`src/rtl/dice_pkg.sv`:
```
// Shared constants and helpers for the dice button conditioner.
package dice_pkg;

    localparam int NUM_BTN                = 6;
    localparam int DBNC_CNT_W             = 9;
    localparam int DEBOUNCE_TICKS_DEFAULT = 328;

    localparam int BTN_D4   = 0;
    localparam int BTN_D6   = 1;
    localparam int BTN_D8   = 2;
    localparam int BTN_D10  = 3;
    localparam int BTN_D20  = 4;
    localparam int BTN_D100 = 5;

    // Isolates the lowest set bit; zero in gives zero out.
    function automatic logic [NUM_BTN-1:0] lowest_one(input logic [NUM_BTN-1:0] v);
        return v & (~v + NUM_BTN'(1));
    endfunction

endpackage

```
`src/rtl/dice_debounce_ch.sv`:
```
// One button channel: two-flop synchroniser, stability counter, accepted level
// and rise detect. stable_nxt/rise describe the value stable takes at this edge.
module dice_debounce_ch
    import dice_pkg::*;
#(
    parameter int DEBOUNCE_TICKS = DEBOUNCE_TICKS_DEFAULT
) (
    input  logic clk,
    input  logic rst_n,
    input  logic raw,
    output logic stable_nxt,
    output logic rise
);

    localparam logic [DBNC_CNT_W-1:0] CNT_LAST = DBNC_CNT_W'(DEBOUNCE_TICKS - 1);

    logic                  s1_q;
    logic                  s2_q;
    logic                  stable_q;
    logic                  stable_d;
    logic [DBNC_CNT_W-1:0] cnt_q;
    logic [DBNC_CNT_W-1:0] cnt_d;

    always_comb begin
        // NOTE: defaults first so every path assigns both signals; no latch is inferred.
        stable_d = stable_q;
        cnt_d    = cnt_q;
        if (s2_q == stable_q) begin
            cnt_d = '0;
        end else if (cnt_q == CNT_LAST) begin
            stable_d = s2_q;
            cnt_d    = '0;
        end else begin
            cnt_d = cnt_q + DBNC_CNT_W'(1);
        end
    end

    always_ff @(posedge clk or negedge rst_n) begin
        if (!rst_n) begin
            s1_q     <= 1'b0;
            s2_q     <= 1'b0;
            stable_q <= 1'b0;
            cnt_q    <= '0;
        end else begin
            // NOTE: non-blocking so s1->s2 shifts rather than collapsing in one edge.
            s1_q     <= raw;
            s2_q     <= s1_q;
            stable_q <= stable_d;
            cnt_q    <= cnt_d;
        end
    end

    assign stable_nxt = stable_d;
    assign rise       = stable_d & ~stable_q;

endmodule

```
`src/rtl/dice_button_conditioner.sv`:
```
// Debounces the six die-select buttons into registered levels and press pulses.
// Define DICE_BTN_LOCKOUT_EN to admit only one button at a time.
module dice_button_conditioner
    import dice_pkg::*;
#(
    parameter int DEBOUNCE_TICKS = DEBOUNCE_TICKS_DEFAULT
) (
    input  logic               clk,
    input  logic               rst_n,
    input  logic [NUM_BTN-1:0] btn_raw,
    output logic [NUM_BTN-1:0] btn_level,
    output logic [NUM_BTN-1:0] btn_press,
    output logic               btn_any
);

    logic [NUM_BTN-1:0] stable_nxt;
    logic [NUM_BTN-1:0] rise;
    logic [NUM_BTN-1:0] level_q;
    logic [NUM_BTN-1:0] level_d;
    logic [NUM_BTN-1:0] press_q;
    logic [NUM_BTN-1:0] press_d;
    logic               any_q;

    for (genvar i = 0; i < NUM_BTN; i++) begin : g_ch
        dice_debounce_ch #(
            .DEBOUNCE_TICKS(DEBOUNCE_TICKS)
        ) u_ch (
            .clk       (clk),
            .rst_n     (rst_n),
            .raw       (btn_raw[i]),
            .stable_nxt(stable_nxt[i]),
            .rise      (rise[i])
        );
    end

`ifdef DICE_BTN_LOCKOUT_EN
    logic [NUM_BTN-1:0] grant_q;
    logic [NUM_BTN-1:0] grant_d;

    // Grant is free when nothing is held or the holder is being released;
    // held buttons stay masked because they produce no new rise.
    always_comb begin
        grant_d = grant_q;
        if ((stable_nxt & grant_q) == '0) begin
            grant_d = lowest_one(rise);
        end
        level_d = stable_nxt & grant_d;
        press_d = rise & grant_d;
    end

    always_ff @(posedge clk or negedge rst_n) begin
        if (!rst_n) begin
            grant_q <= '0;
        end else begin
            grant_q <= grant_d;
        end
    end
`else
    always_comb begin
        level_d = stable_nxt;
        press_d = rise;
    end
`endif

    always_ff @(posedge clk or negedge rst_n) begin
        if (!rst_n) begin
            level_q <= '0;
            press_q <= '0;
            any_q   <= 1'b0;
        end else begin
            level_q <= level_d;
            press_q <= press_d;
            any_q   <= |level_d;
        end
    end

    assign btn_level = level_q;
    assign btn_press = press_q;
    assign btn_any   = any_q;

endmodule

```
`config.mk`:
```
export PLATFORM = sky130hd
export DESIGN_NAME = dice_button_conditioner
export DESIGN_NICKNAME = d
export VERILOG_FILES = /design/src/rtl/dice_pkg.sv /design/src/rtl/dice_debounce_ch.sv /design/src/rtl/dice_button_conditioner.sv
export SDC_FILE = /design/constraint.sdc
export NUM_CORES = 1
export LEC_CHECK = 0
export BUFFER_PORTS_ARGS = -buffer_cell sky130_fd_sc_hd__buf_2
export CAP_MARGIN = 10
export CORE_MARGIN = 4
export CORE_UTILIZATION = 54
export DETAILED_ROUTE_END_ITERATION = 6
export PLACE_DENSITY = 0.81
export SYNTH_ARGS = -nofsm -noshare
export SYNTH_HDL_FRONTEND = slang
export SYNTH_HIERARCHICAL = 1
export SYNTH_SLANG_ARGS = --single-unit
```
`constraint.sdc`:
```
create_clock -name clk -period 1.9 [get_ports clk]
set_input_delay 0 -clock clk [delete_from_list [all_inputs] [get_ports clk]]
set_output_delay 0 -clock clk [all_outputs]
set_load 0.05 [all_outputs]
```
==> summary.txt <==
STA
  • Tcrit/Tclk final: 99.6%
  • Final min period: 1890 ps
  • Max Slew Vio Count: 0
  • RSZ-0062 raised after global routing: yes
  • Min Hold Slack: 121 ps
  • Highest Clock Rate: 0.529 GHz
  • Final Hold Vio Count: 0
  • Relative slew slack: 70.5%
  • Final worst slack: 8.06 ps
  • Count of final setup violators: 0
  • Worst Tran Pin Value: 442 ps
  • Clk_skew: 6.41 ps

Finish
  • Most common cell after layout, fill and taps aside: dfrtp_1
  • Final Util: 70.1%
  • Fillers: 475
  • Post-Layout Cell Count: 471
  • Fin area: 4520 µm²
  • Synth-to-layout area growth: 23.2%
  • # nets final: 403
  • Multi-input combinational cell area: 1610 µm²
  • Commonest non-fill, non-tap cells in the layout: 85 x dfrtp_1, 35 x buf_4, 25 x nor2_1, 25 x nand2_1, 24 x or3_1
  • Diodes inserted: 0
  • Register Area: 2130 µm²
  • Layout cells sized above 1: 25.6%

Routing
  • Drt via density: 5.82
  • DRC viols: 0
  • DRT iter0 DRCs: 159
  • Routed via count: 2743
  • First-pass DRT Iterations: 4
  • DRT antenna net count: 0
  • DR WL/cell: 15.9 µm
  • Drt total wl: 7.50 mm

Clock tree
  • CTS max path bufs: 2
  • Root Driver: clkbuf_8
  • Clock latency on the worst-skew pair: 360 ps
  • Sink Count: 85
  • CTS HTree Levels: 3
  • CTS tree: done
  • TritonCTS buffer count: 9
  • Worst-path clk slew: 80 ps

Pwr
  • Pwr dens: 796 nW/µm²
  • Net Sw Power: 783 µW
  • Switch share: 21.7%
  • Combinational Power Share: 4.1%
  • Part of the power in registers: 52.5%
  • Clock power share: 43.4%
  • Worst VDD drop: 0.000720 V
  • Internal Power: 2820 µW
  • P_leak: 0.00199 µW

Floorplanning
  • Starting Density: 56.9%
  • Top Ports: 21
  • Die ar.: 8180 µm²
  • # rows: 29
  • Core area: 6460 µm²
  • Die Y: 90.5 µm
  • DIE WIDTH: 90.5 µm

Min path
  • Hold Path Class: in -> async

Global routing
  • Initial antenna violation count: 0
  • Overflow after GRT: 0
  • First-pass GRT wire length: 12.7 mm
  • Total GRT Usage: 19.5%
  • Vias in the first global route: 2690
  • Largest net degree at the start of global routing: 53

Critical path
  • CP Data Arrival Time: 2150 ps
  • CP max-delay cell: or4b_4
  • Max incr delay on CP: 550 ps
  • CP Capture Type: register
  • Worst path required time: 2150 ps
  • CP max FO: 3
  • Kind of critical path: reg -> reg
  • Worst path cell trace: or4b_4 > nor3_2 > mux2_1 > nor2_1 > nand2_1
  • Worst Setup Start Kind: register

Synth
  • Synth area leaders: dfrtp_1 58%, xor2_1 4.3%, or3_1 4.1%
  • Sequential area share after synthesis: 57.9%
  • Post-synth top area share: 57.9%
  • Yosys cell types: 20
  • Ys Warns: 6
  • Synthesized area: 3670 µm²
  • Cell count after synthesis: 316
  • Synthesized Nets: 330
  • Synth area leader: dfrtp_1
  • Syn Area/Cell: 11.6 µm²
  • Synth Register Bits: 85

Placed design
  • Pre-CTS setup slack: -22.5 ps
  • # port buffers: 20
  • DP HPWL: 5.03 mm
  • Placed cell areas: 4150 µm²
  • Placed Instances: 444
  • Gp weighted congestion: 0.835

Outcome
  • Status: finished clean

Run
  • Max-cap violations: 0
layer usage:
layer | track usage [%] | wire length (µm)
met3 | 4.67 | 316
met5 | 0 | 0
met2 | 30.9 | 3680
met4 | 10.1 | 107
met1 | 25.0 | 3400
repair_timing:
item	CTS	global route
resized for setup	1	5
setup buffers	0	4
setup endpoints to repair	1	1
pin swaps	0	6
hold buffers	7	0
endpoints found under the hold margin	91	0
synthesized netlist by cell type:
cell type	n
dfrtp_1	85
nor2_1	25
or3_1	24
a31oi_1	12
nand4_1	12
and3b_2	6
o211ai_1	12
nand3_1	24
mux2_1	6
xnor2_1	12
and2_1	6
or4b_4	6
o21ai_0	12
xor2_1	18
a21oi_1	12
ha_1	6
nand2_1	25
nor4_1	1
nor3_2	6
o31ai_2	6
power groups by stage:
| stage | Clock (µW) | Sequential [µW] | Combinational (µW) |
|---|---|---|---|
| final | 1560 | 1890 | 147 |
| after global routing | 1670 | 1900 | 171 |
| after CTS | 1600 | 1890 | 150 |
| after detailed placement | 0 | 1930 | 139 |
| after global placement | 0 | 1920 | 133 |
| after floorplan | 0 | 1920 | 69.3 |
path summary, 6_finish.rpt:
kind	startpoint	endpoint	slack (ps)	cells after the start
worst max-delay path	g_ch[5].u_ch/cnt_q[3]$_DFF_PN0_	btn_any$_DFF_PN0_	8	5
worst min-delay path	rst_n	g_ch[2].u_ch/cnt_q[2]$_DFF_PN0_	120	2
worst max register to register	g_ch[5].u_ch/cnt_q[3]$_DFF_PN0_	btn_any$_DFF_PN0_	8	5
worst min register to register	g_ch[4].u_ch/s1_q$_DFF_PN0_	g_ch[4].u_ch/s2_q$_DFF_PN0_	360	0
max in group asynchronous	rst_n	g_ch[1].u_ch/cnt_q[0]$_DFF_PN0_	1170	3
min in group clk	btn_raw[4]	g_ch[4].u_ch/s1_q$_DFF_PN0_	270	2
layout make-up:
class | instances | area share [%]
well taps | 77 | 2.13
flip-flops and latches | 85 | 47.0
repair buffers | 62 | 9.90
clock buffers | 10 | 3.04
clock inverters | 6 | 2.43
multi-input cells | 231 | 35.5
kinds of logic (layout without fill, tap and decap cells):
group / after synthesis / after routing / share of synthesized area, %
AND/OR/NAND/NOR: 135 / 135 / 21.2
flip-flops: 85 / 85 / 57.9
adder cells (fa/ha/maj): 6 / 6 / 2.04
XOR/XNOR: 30 / 30 / 7.15
AO/OA/AOI/OAI: 54 / 54 / 9.81
buffers and inverters: 0 / 78 / 0
multiplexers: 6 / 6 / 1.84
registers in the layout, indices dropped and copies added, names as in the netlist:
register,cells
g_ch.u_ch/cnt_q,54
btn_level,6
btn_press,6
g_ch.u_ch/s1_q,6
g_ch.u_ch/s2_q,6
g_ch.u_ch/stable_q,6
btn_any,1
stage by stage:
stage | TNS, ps | total power, µW
final | 0 | 3600
after CTS | 0 | 3640
after detailed placement | -22.5 | 2060
after global placement | 0 | 2050
after global routing | -39.0 | 3740
after floorplan | 0 | 1990
worst max-delay path, delay by kind of cell, from the launching register on:
family | cells | cell delay, ps
DFF | 1 | 390
and+or+nand+nor | 4 | 1000
muxes | 1 | 390
(Power assumes the default switching activity.)
